File: src/rtl/uart_pkg.sv
// Shared definitions for the MIRCore UART link: FSM states, frame size and
// the UARTC load/store decode codes used by both transmitter and receiver.
package uart_pkg;

    typedef enum logic [1:0] {
        UART_IDLE  = 2'd0,
        UART_START = 2'd1,
        UART_DATA  = 2'd2,
        UART_STOP  = 2'd3
    } uart_state_t;

    localparam int DATA_BITS = 8;

    localparam logic [2:0] UARTC_TX_LO = 3'b011;
    localparam logic [2:0] UARTC_TX_HI = 3'b100;
    localparam logic [2:0] UARTC_RX_RD = 3'b010;

    function automatic logic uart_is_busy(input uart_state_t state);
        return (state != UART_IDLE);
    endfunction

endpackage

File: src/rtl/uart_rx_byte.sv
// 8N1 byte receiver: 2-flop synchronizer, mid-bit sampling FSM and baud counter.
// byte_done/byte_err are single-cycle strobes, high in the stop-bit sample cycle.
module uart_rx_byte
    import uart_pkg::*;
#(
    parameter int CLKS_PER_BIT = 434
) (
    input  logic                 i_clk,
    input  logic                 i_reset,
    input  logic                 i_rx,
    output logic [DATA_BITS-1:0] o_byte_data,
    output logic                 o_byte_done,
    output logic                 o_byte_err,
    output logic                 o_busy
);

    localparam int BAUD_W = $clog2(CLKS_PER_BIT);
    localparam int BIT_W  = $clog2(DATA_BITS);
    localparam logic [BAUD_W-1:0] HALF_M1  = BAUD_W'(CLKS_PER_BIT / 2 - 1);
    localparam logic [BAUD_W-1:0] FULL_M1  = BAUD_W'(CLKS_PER_BIT - 1);
    localparam logic [BIT_W-1:0]  LAST_BIT = BIT_W'(DATA_BITS - 1);

    logic [1:0]           r_sync;
    uart_state_t          r_state;
    logic [BAUD_W-1:0]    r_baud;
    logic [BIT_W-1:0]     r_bit_cnt;
    logic [DATA_BITS-1:0] r_shift;

    uart_state_t          w_state_nxt;
    logic [BAUD_W-1:0]    w_baud_nxt;
    logic [BIT_W-1:0]     w_bit_nxt;
    logic [DATA_BITS-1:0] w_shift_nxt;
    logic                 w_rx_s;
    logic                 w_done;
    logic                 w_err;

    assign w_rx_s = r_sync[1];

    // Synchronizer and FSM state registers
    always_ff @(posedge i_clk) begin
        if (i_reset) begin
            r_sync    <= 2'b11;
            r_state   <= UART_IDLE;
            r_baud    <= {BAUD_W{1'b0}};
            r_bit_cnt <= {BIT_W{1'b0}};
            r_shift   <= {DATA_BITS{1'b0}};
        end else begin
            r_sync    <= {r_sync[0], i_rx};
            r_state   <= w_state_nxt;
            r_baud    <= w_baud_nxt;
            r_bit_cnt <= w_bit_nxt;
            r_shift   <= w_shift_nxt;
        end
    end

    // Next-state and sample strobes; the baud counter restarts on every sample
    always_comb begin
        w_state_nxt = r_state;
        w_baud_nxt  = r_baud + 1'b1;
        w_bit_nxt   = r_bit_cnt;
        w_shift_nxt = r_shift;
        w_done      = 1'b0;
        w_err       = 1'b0;
        case (r_state)
            UART_IDLE: begin
                w_baud_nxt = {BAUD_W{1'b0}};
                w_bit_nxt  = {BIT_W{1'b0}};
                if (!w_rx_s) begin
                    w_state_nxt = UART_START;
                end else begin
                    w_state_nxt = UART_IDLE;
                end
            end
            UART_START: begin
                if (r_baud == HALF_M1) begin
                    w_baud_nxt  = {BAUD_W{1'b0}};
                    w_state_nxt = w_rx_s ? UART_IDLE : UART_DATA;
                end else begin
                    w_state_nxt = UART_START;
                end
            end
            UART_DATA: begin
                if (r_baud == FULL_M1) begin
                    w_baud_nxt  = {BAUD_W{1'b0}};
                    w_shift_nxt = {w_rx_s, r_shift[DATA_BITS-1:1]};
                    w_bit_nxt   = r_bit_cnt + 1'b1;
                    w_state_nxt = (r_bit_cnt == LAST_BIT) ? UART_STOP : UART_DATA;
                end else begin
                    w_state_nxt = UART_DATA;
                end
            end
            UART_STOP: begin
                if (r_baud == FULL_M1) begin
                    w_baud_nxt  = {BAUD_W{1'b0}};
                    w_state_nxt = UART_IDLE;
                    w_done      = w_rx_s;
                    w_err       = ~w_rx_s;
                end else begin
                    w_state_nxt = UART_STOP;
                end
            end
            default: begin
                w_state_nxt = UART_IDLE;
                w_baud_nxt  = {BAUD_W{1'b0}};
            end
        endcase
    end

    assign o_byte_data = r_shift;
    assign o_byte_done = w_done;
    assign o_byte_err  = w_err;
    assign o_busy      = uart_is_busy(r_state);

endmodule

File: src/rtl/uart_rx_word.sv
// Receive-side word register for the MIRCore UART: packs bytes LSB-lane first
// into a word and hands it to the core with a valid/ack handshake.
module uart_rx_word
    import uart_pkg::*;
#(
    parameter int CLKS_PER_BIT   = 434,
    parameter int BYTES_PER_WORD = 4
) (
    input  logic                                i_clk,
    input  logic                                i_reset,
    input  logic                                i_rx,
    input  logic                                i_rd_ack,
    output logic [DATA_BITS*BYTES_PER_WORD-1:0] o_rx_word,
    output logic                                o_rx_valid,
    output logic                                o_frame_err,
    output logic                                o_overrun,
    output logic                                o_busy
);

    localparam int WORD_W = DATA_BITS * BYTES_PER_WORD;
    localparam int CNT_W  = (BYTES_PER_WORD > 1) ? $clog2(BYTES_PER_WORD) : 1;
    localparam logic [CNT_W-1:0] LAST_LANE = CNT_W'(BYTES_PER_WORD - 1);

    logic [BYTES_PER_WORD-1:0][DATA_BITS-1:0] r_lanes;
    logic [BYTES_PER_WORD-1:0][DATA_BITS-1:0] w_lanes;
    logic [CNT_W-1:0]     r_byte_cnt;
    logic [WORD_W-1:0]    r_rx_word;
    logic                 r_rx_valid;
    logic                 r_frame_err;
    logic                 r_overrun;

    logic [DATA_BITS-1:0] w_byte_data;
    logic                 w_byte_done;
    logic                 w_byte_err;
    logic                 w_busy;

    uart_rx_byte #(
        .CLKS_PER_BIT(CLKS_PER_BIT)
    ) u_rx_byte (
        .i_clk       (i_clk),
        .i_reset     (i_reset),
        .i_rx        (i_rx),
        .o_byte_data (w_byte_data),
        .o_byte_done (w_byte_done),
        .o_byte_err  (w_byte_err),
        .o_busy      (w_busy)
    );

    // Lanes with the incoming byte merged in, so the final byte lands in the word directly
    always_comb begin
        w_lanes             = r_lanes;
        w_lanes[r_byte_cnt] = w_byte_data;
    end

    // Word assembly and handshake flags; a completing word takes priority over rd_ack
    always_ff @(posedge i_clk) begin
        if (i_reset) begin
            r_lanes     <= '0;
            r_byte_cnt  <= {CNT_W{1'b0}};
            r_rx_word   <= {WORD_W{1'b0}};
            r_rx_valid  <= 1'b0;
            r_frame_err <= 1'b0;
            r_overrun   <= 1'b0;
        end else begin
            if (i_rd_ack) begin
                r_rx_valid  <= 1'b0;
                r_frame_err <= 1'b0;
                r_overrun   <= 1'b0;
            end
            if (w_byte_done) begin
                r_lanes <= w_lanes;
                if (r_byte_cnt == LAST_LANE) begin
                    r_byte_cnt <= {CNT_W{1'b0}};
                    r_rx_word  <= w_lanes;
                    r_rx_valid <= 1'b1;
                    if (r_rx_valid && !i_rd_ack) begin
                        r_overrun <= 1'b1;
                    end
                end else begin
                    r_byte_cnt <= r_byte_cnt + 1'b1;
                end
            end else if (w_byte_err) begin
                r_frame_err <= 1'b1;
                r_byte_cnt  <= {CNT_W{1'b0}};
            end
        end
    end

    assign o_rx_word   = r_rx_word;
    assign o_rx_valid  = r_rx_valid;
    assign o_frame_err = r_frame_err;
    assign o_overrun   = r_overrun;
    assign o_busy      = w_busy;

endmodule

File: config.mk
export PLATFORM = sky130hd
export DESIGN_NAME = uart_rx_word
export DESIGN_NICKNAME = d
export VERILOG_FILES = /design/src/rtl/uart_pkg.sv /design/src/rtl/uart_rx_byte.sv /design/src/rtl/uart_rx_word.sv
export SDC_FILE = /design/constraint.sdc
export NUM_CORES = 1
export LEC_CHECK = 0
export CORE_AREA = 2 2 89 91
export DETAILED_ROUTE_END_ITERATION = 10
export DIE_AREA = 0 0 91 93
export PLACE_DENSITY = 0.74
export SYNTH_ARGS = -nofsm -noshare
export SYNTH_HDL_FRONTEND = slang
export SYNTH_SLANG_ARGS = --single-unit
File: constraint.sdc
create_clock -name i_clk -period 1.7 [get_ports i_clk]
set_input_delay 0.17 -clock i_clk [delete_from_list [all_inputs] [get_ports i_clk]]
set_output_delay 0.17 -clock i_clk [all_outputs]
set_load 0.01 [all_outputs]
Word-level counts from Yosys, hierarchy flattened --
Index checks and enable logic that the tools add are counted. W data, S select, Z words.
Storage, ports and cells: memory bits (read-only) 0, input bits 4, memories 0, memory bits (writable) 0, register bits 93, bits in latches 0
Cells by class: $lt $le $gt $ge 2, div/mod/pow operators 0, multiplexer cells 32, bitwise operators 1, add/sub/neg operators 3, reductions and logical operators 11, equal/unequal tests 8, multiply operators 0, shifts and indexed selects 0
Operator list (count):
- $bwmux W32 | 1
- $pmux W9 S3 | 1
- $mux W9 | 2
- $demux W8 S2 | 1
- $mux W1 | 16
- $mux W2 | 7
- $add A9 B1 Y9 const B | 1
- $eq A9 B8 Y1 const B | 1
- $eq A9 B9 Y1 const B | 1
- $mux W8 | 1
- $pmux W2 S4 | 1
- $eq A2 B2 Y1 const B | 3
- $pmux W3 S2 | 1
- $reduce_and A2 Y1 | 3
- $reduce_bool A2 Y1 | 3
- $add A3 B1 Y3 const B | 1
- $eq A3 B3 Y1 const B | 1
- $lt A2 B3 Y1 const B | 1
- $mux W3 | 1
- $add A2 B1 Y2 const B | 1
- $eq A2 B1 Y1 const B | 1
- $ge A2 B1 Y1 const B | 1
- $logic_and A1 B1 Y1 | 2
- $logic_not A2 Y1 | 1
- 4 further kinds | 4

Depth between registers and ports, before layout --
depth in word-level cells 5, mapped depth 8, gate-level depth less buffers 6

Cells and area by module --
A second synthesis with hierarchy kept.
Second synthesis, totals: cells, all modules 447, area total of the unflattened synthesis 4250.3 µm²
Modules (own cells, without submodules):
- uart_rx_word | instances 1, seq. area each 1381.3 µm², area an instance 3144.3 µm², cells an instance 330
- uart_rx_byte | instances 1, seq. area each 480.5 µm², area an instance 1106.1 µm², cells an instance 117

Worst setup path before layout --
No wires, ideal clock.
path type register to register, start register r_byte_cnt[0], end register r_lanes[16] (netlist name), required time 1572 ps, arrival 1661 ps, path buffers 1, slack -88 ps, stages on the path, launching flop included 8, period minus slack after synthesis 1788 ps, path through dfxtp_1 inv_1 ha_1 buf_1 nand4_1 nor3_4 mux2i_1 nor2_1
On the way: word-level cells in the longest chain between the ends 5
Ends and longest elaborated chain:
- start, declared | RTL line uart_rx_word.sv:26 | logic [CNT_W-1:0] r_byte_cnt;
- start signal, assigned | RTL line uart_rx_word.sv:59 | r_byte_cnt <= {CNT_W{1'b0}};
- start signal, assigned | RTL line uart_rx_word.sv:73 | r_byte_cnt <= {CNT_W{1'b0}};
- start signal, assigned | RTL line uart_rx_word.sv:80 | r_byte_cnt <= r_byte_cnt + 1'b1;
- $lt A2 B3 Y1 (implied by the code) / $ge A2 B1 Y1 (equally long branches) | RTL line uart_rx_word.sv:52 | w_lanes[r_byte_cnt] = w_byte_data;
- $logic_and A1 B1 Y1 (implied by the code) | RTL line uart_rx_word.sv:52
- $mux W8 (implied by the code) | RTL line uart_rx_word.sv:52
- $demux W8 S2 * | RTL line uart_rx_word.sv:52
- $bwmux W32 * | RTL line uart_rx_word.sv:52
- end signal, assigned | RTL line uart_rx_word.sv:71 | r_lanes <= w_lanes;
- end, declared | RTL line uart_rx_word.sv:24 | logic [BYTES_PER_WORD-1:0][DATA_BITS-1:0] r_lanes;
Every way passes the cells marked *; elsewhere a longest branch is shown, timed or not. A chain may end at the register's enable or synchronous reset.

Worst setup path after layout --
start register u_rx_byte.r_baud[1], end register u_rx_byte.r_bit_cnt[0]
On the way: word-level cells in the longest chain between the ends 3
Ends and longest elaborated chain:
- start, declared | RTL line uart_rx_byte.sv:25 | logic [BAUD_W-1:0] r_baud;
- start signal, assigned | RTL line uart_rx_byte.sv:44 | r_baud <= {BAUD_W{1'b0}};
- start signal, assigned | RTL line uart_rx_byte.sv:50 | r_baud <= w_baud_nxt;
- $eq A9 B9 Y1 | RTL line uart_rx_byte.sv:83 | if (r_baud == FULL_M1) begin
- $ne A2 B1 Y1 (no line)
- $reduce_and A2 Y1 (no line)
- end signal, assigned | RTL line uart_rx_byte.sv:45 | r_bit_cnt <= {BIT_W{1'b0}};
- end signal, assigned | RTL line uart_rx_byte.sv:51 | r_bit_cnt <= w_bit_nxt;
- end, declared | RTL line uart_rx_byte.sv:26 | logic [BIT_W-1:0] r_bit_cnt;
No other way between the ends.

==> metrics.md <==
| Metric | Value |
|---|---|
| Period minus WS final | 1660 ps |
| Worst setup SP type | flop |
| Multi-input logic area | 1780 um^2 |
| Fillers | 663 |
| Final antenna-violating net count | 0 |
| CP max-delay cell | or3_1 |
| Share of cells above drive strength 1 | 0.201 |
| Internal power | 2980 uW |
| Power per cell area | 816 nW/um^2 |
| Final Hold Viols | 0 |
| Ports | 40 |
| H-tree depth | 3 |
| #FFs+latches synth | 85 |
| Top cell type by total area after synthesis | dfxtp_1 |
| CTS tree | done |
| Peak VDD IR | 0.000490 V |
| Drt wl/cell | 13.7 um |
| Final std cells w/o fill | 549 |
| Die Ht | 93 um |
| Drt first pass iters | 4 |
| Skew-Pair Late Insertion Delay | 340 ps |
| Cell Count Post-Placement | 530 |
| P_sw | 746 uW |
| Grt ovf | 0 |
| Cells after synthesis | 399 |
| Largest net degree at the start of global routing | 44 |
| GR Util All Layers | 0.178 |
| Top-area cell type share of the netlist area | 0.460 |
| Die outline width | 91 um |
| Clock Pin Slew Worst Setup and Hold Paths | 80 ps |
| Register area share after synthesis | 0.460 |
| Max Clock Freq | 0.601 GHz |
| Setup violators final | 0 |
| Worst Skew | 14.6 ps |
| Synth warnings | 0 |
| Critical path buffers and inverters | 2 |
| Synth async-reset ratio | 0 |
| Final Cycle Share | 0.979 |
| Gpl congestion | 0.866 |
| Post-synth top flop | dfxtp_1 |
| CP Capture Type | flop |
| Critical Path Fanout Max | 6 |
| Worst relative slew slack | 0.702 |
| IO Port Bufs | 39 |
| Placement Setup Slack | 22.3 ps |
| Total number of vias | 2816 |
| CTS buffer count | 9 |
| Seq. cell area | 1710 um^2 |
| Die ar. | 8460 um^2 |
| Critical Path AT | 1940 ps |
| Worst path top cell family by delay | simple AND/OR/NAND/NOR gates |
| Sw Ratio | 0.200 |
| Core area | 7530 um^2 |
| Outcome | finished, final reports clean |
| Root Buffer | clkbuf_8 |
| Vias in the first global route | 2710 |
| First-pass GRT wire length | 12300 um |
| Clk pwr share | 0.449 |
| CTS Hold Bufs | 0 |
| Post-synth net total | 412 |
| Detailed placement HPWL | 4890 um |
| Hold Crit Class | primary input to flop |
| Required @ worst endpoint | 1970 ps |
| Worst-margin pin slew | 444 ps |
| Unrepaired setup endpoints after global routing | yes |
| DRT iter0 DRCs | 113 |
| Final instance area | 4570 um^2 |
| Combinational Power Share | 0.016 |
| Leak | 0.00166 uW |
| Critical path, cell by cell | inv_2, ha_2, nand4b_4, buf_12, or2_4, or3_1, a21oi_1 |
| Area growth syn-to-layout | 23.6% |
| CTS Buffer Depth | 2 |
| Routed vias/inst | 5.13 |
| Cell area after synthesis | 3700 um^2 |
| Fin. max-slew vios | 0 |
| Max_cap viols | 0 |
| Initial core utilization | 0.491 |
| Sequential fraction of design power | 0.536 |
| CTS sink cnt | 85 |
| Mean Syn Cell Area | 9.26 um^2 |
| Placement Cell Area | 4260 um^2 |
| Drt drc | 0 |
| CP peak stage delay | 340 ps |
| Top post-synthesis cells by area | dfxtp_1, mux2i_1, mux2_2 |
| EDFF count, synth | 0 |
| Worst Setup Path Type | flop to flop |
| Drt total wl | 7500 um |
| Antenna Cells | 0 |
| Fin nets | 456 |
| Final setup margin | 35.9 ps |
| Initial antenna violation count | 0 |
| Synth cell types | 38 |
| Num rows | 32 |
[cells by family (layout without fill, tap and decap cells)]
kind of cell	after synthesis	in the layout	synth area share
AO/OA/AOI/OAI	51	51	0.0782
XOR/XNOR	7	7	0.0166
adder cells (fa/ha/maj)	9	9	0.0305
buffers and inverters	43	91	0.0623
flip-flops	85	85	0.460
multiplexers	56	56	0.160
AND/OR/NAND/NOR	148	148	0.192
[per-stage QoR]
stage	power, uW	hold slack, ps	setup TNS [ps]	utilization
final	3730	200	0	0.607
after global routing	3860	195	-13.2	0.607
after CTS	3760	181	0	0.598
after detailed placement	2100	403	0	0.566
after global placement	2100	395	0	0.566
after floorplan	2080	249	0	-
[synth_stat cells, drive strengths merged (4+ instances only)]
library cell / number
dfxtp: 85
nand2: 68
nor2: 45
a21oi: 38
mux2i: 32
mux2: 24
buf: 21
clkbuf: 13
ha: 9
inv: 9
nand4: 8
nor3: 8
o21ai: 5
xnor2: 4
[area by class of cell]
type / count / area share
clock buffer: 9 / 0.0271
sequential: 85 / 0.374
timing repair buffer: 67 / 0.148
clock inverter: 6 / 0.0247
multi-input combinational: 271 / 0.391
tap: 102 / 0.0279
inverter: 9 / 0.00740
[layout by cell type, fill, tap and decap left out, types with 2 or more instances in the layout]
cell and instances:
o31ai_1 3, dfxtp_2 4, nand4bb_1 2, nand4b_1 2
clkdlybuf4s50_1 37, nand4_1 8, nand2_1 68, buf_4 21
clkbuf_8 9, clkinv_4 2, nand2b_1 3, a21oi_1 37
nor3_4 4, mux2i_2 2, dfxtp_1 81, bufinv_16 3
nor3_1 4, nor2_1 44, o21ai_0 4, or2_2 2
inv_1 8, buf_12 5, xnor2_1 4, ha_1 8
mux2i_1 30, mux2_2 24, nand3_1 3, xor2_1 3
[registers in the layout, indices dropped and copies added (netlist names)]
register / flops
u_rx_byte.r_baud: 9
u_rx_byte.o_byte_data: 8
o_rx_word: 32
o_frame_err: 1
r_lanes: 24
u_rx_byte.r_sync: 2
r_byte_cnt: 2
o_rx_valid: 1
u_rx_byte.r_bit_cnt: 3
o_overrun: 1
u_rx_byte.r_state: 2
[power groups by stage]
stage                     Clock, uW  Sequential (uW)  Combinational (uW)
after CTS                      1710             2000                58.8
after global routing           1800             2000                64.5
after detailed placement          0             2040                59.0
final                          1670             2000                58.8
after global placement            0             2040                58.0
after floorplan                   0             2040                41.0
[worst reg2reg max path, stage by stage (launching register included)]
cell      delay, ps
dfxtp_2         330
inv_2            50
ha_2            180
nand4b_4        140
buf_12          180
or2_4           240
or3_1           350
a21oi_1         130
[final timing paths]
check / end / cells after the start / start / slack, ps
min: o_rx_valid / 2 / i_reset / 200
max: u_rx_byte.r_bit_cnt[0] / 7 / u_rx_byte.r_baud[1] / 40
min reg2reg: u_rx_byte.r_sync[1] / 1 / u_rx_byte.r_sync[0] / 410
max reg2reg: u_rx_byte.r_bit_cnt[0] / 7 / u_rx_byte.r_baud[1] / 40
[layer usage]
metal | track usage | wire (um)
met5 | 0 | 0
met4 | 0.0530 | 106
met3 | 0.0411 | 264
met2 | 0.292 | 3500
met1 | 0.234 | 3640
[repair_timing]
| action | in CTS | in global routing |
|---|---|---|
| endpoints found under the hold margin | 0 | 0 |
| endpoints found under the setup margin | 3 | 50 |
| pin swaps | 0 | 5 |
| gates cloned | 0 | 1 |
| resized for setup | 5 | 5 |
| buffers inserted | 0 | 3 |
Power figures use the tool's default switching activity.
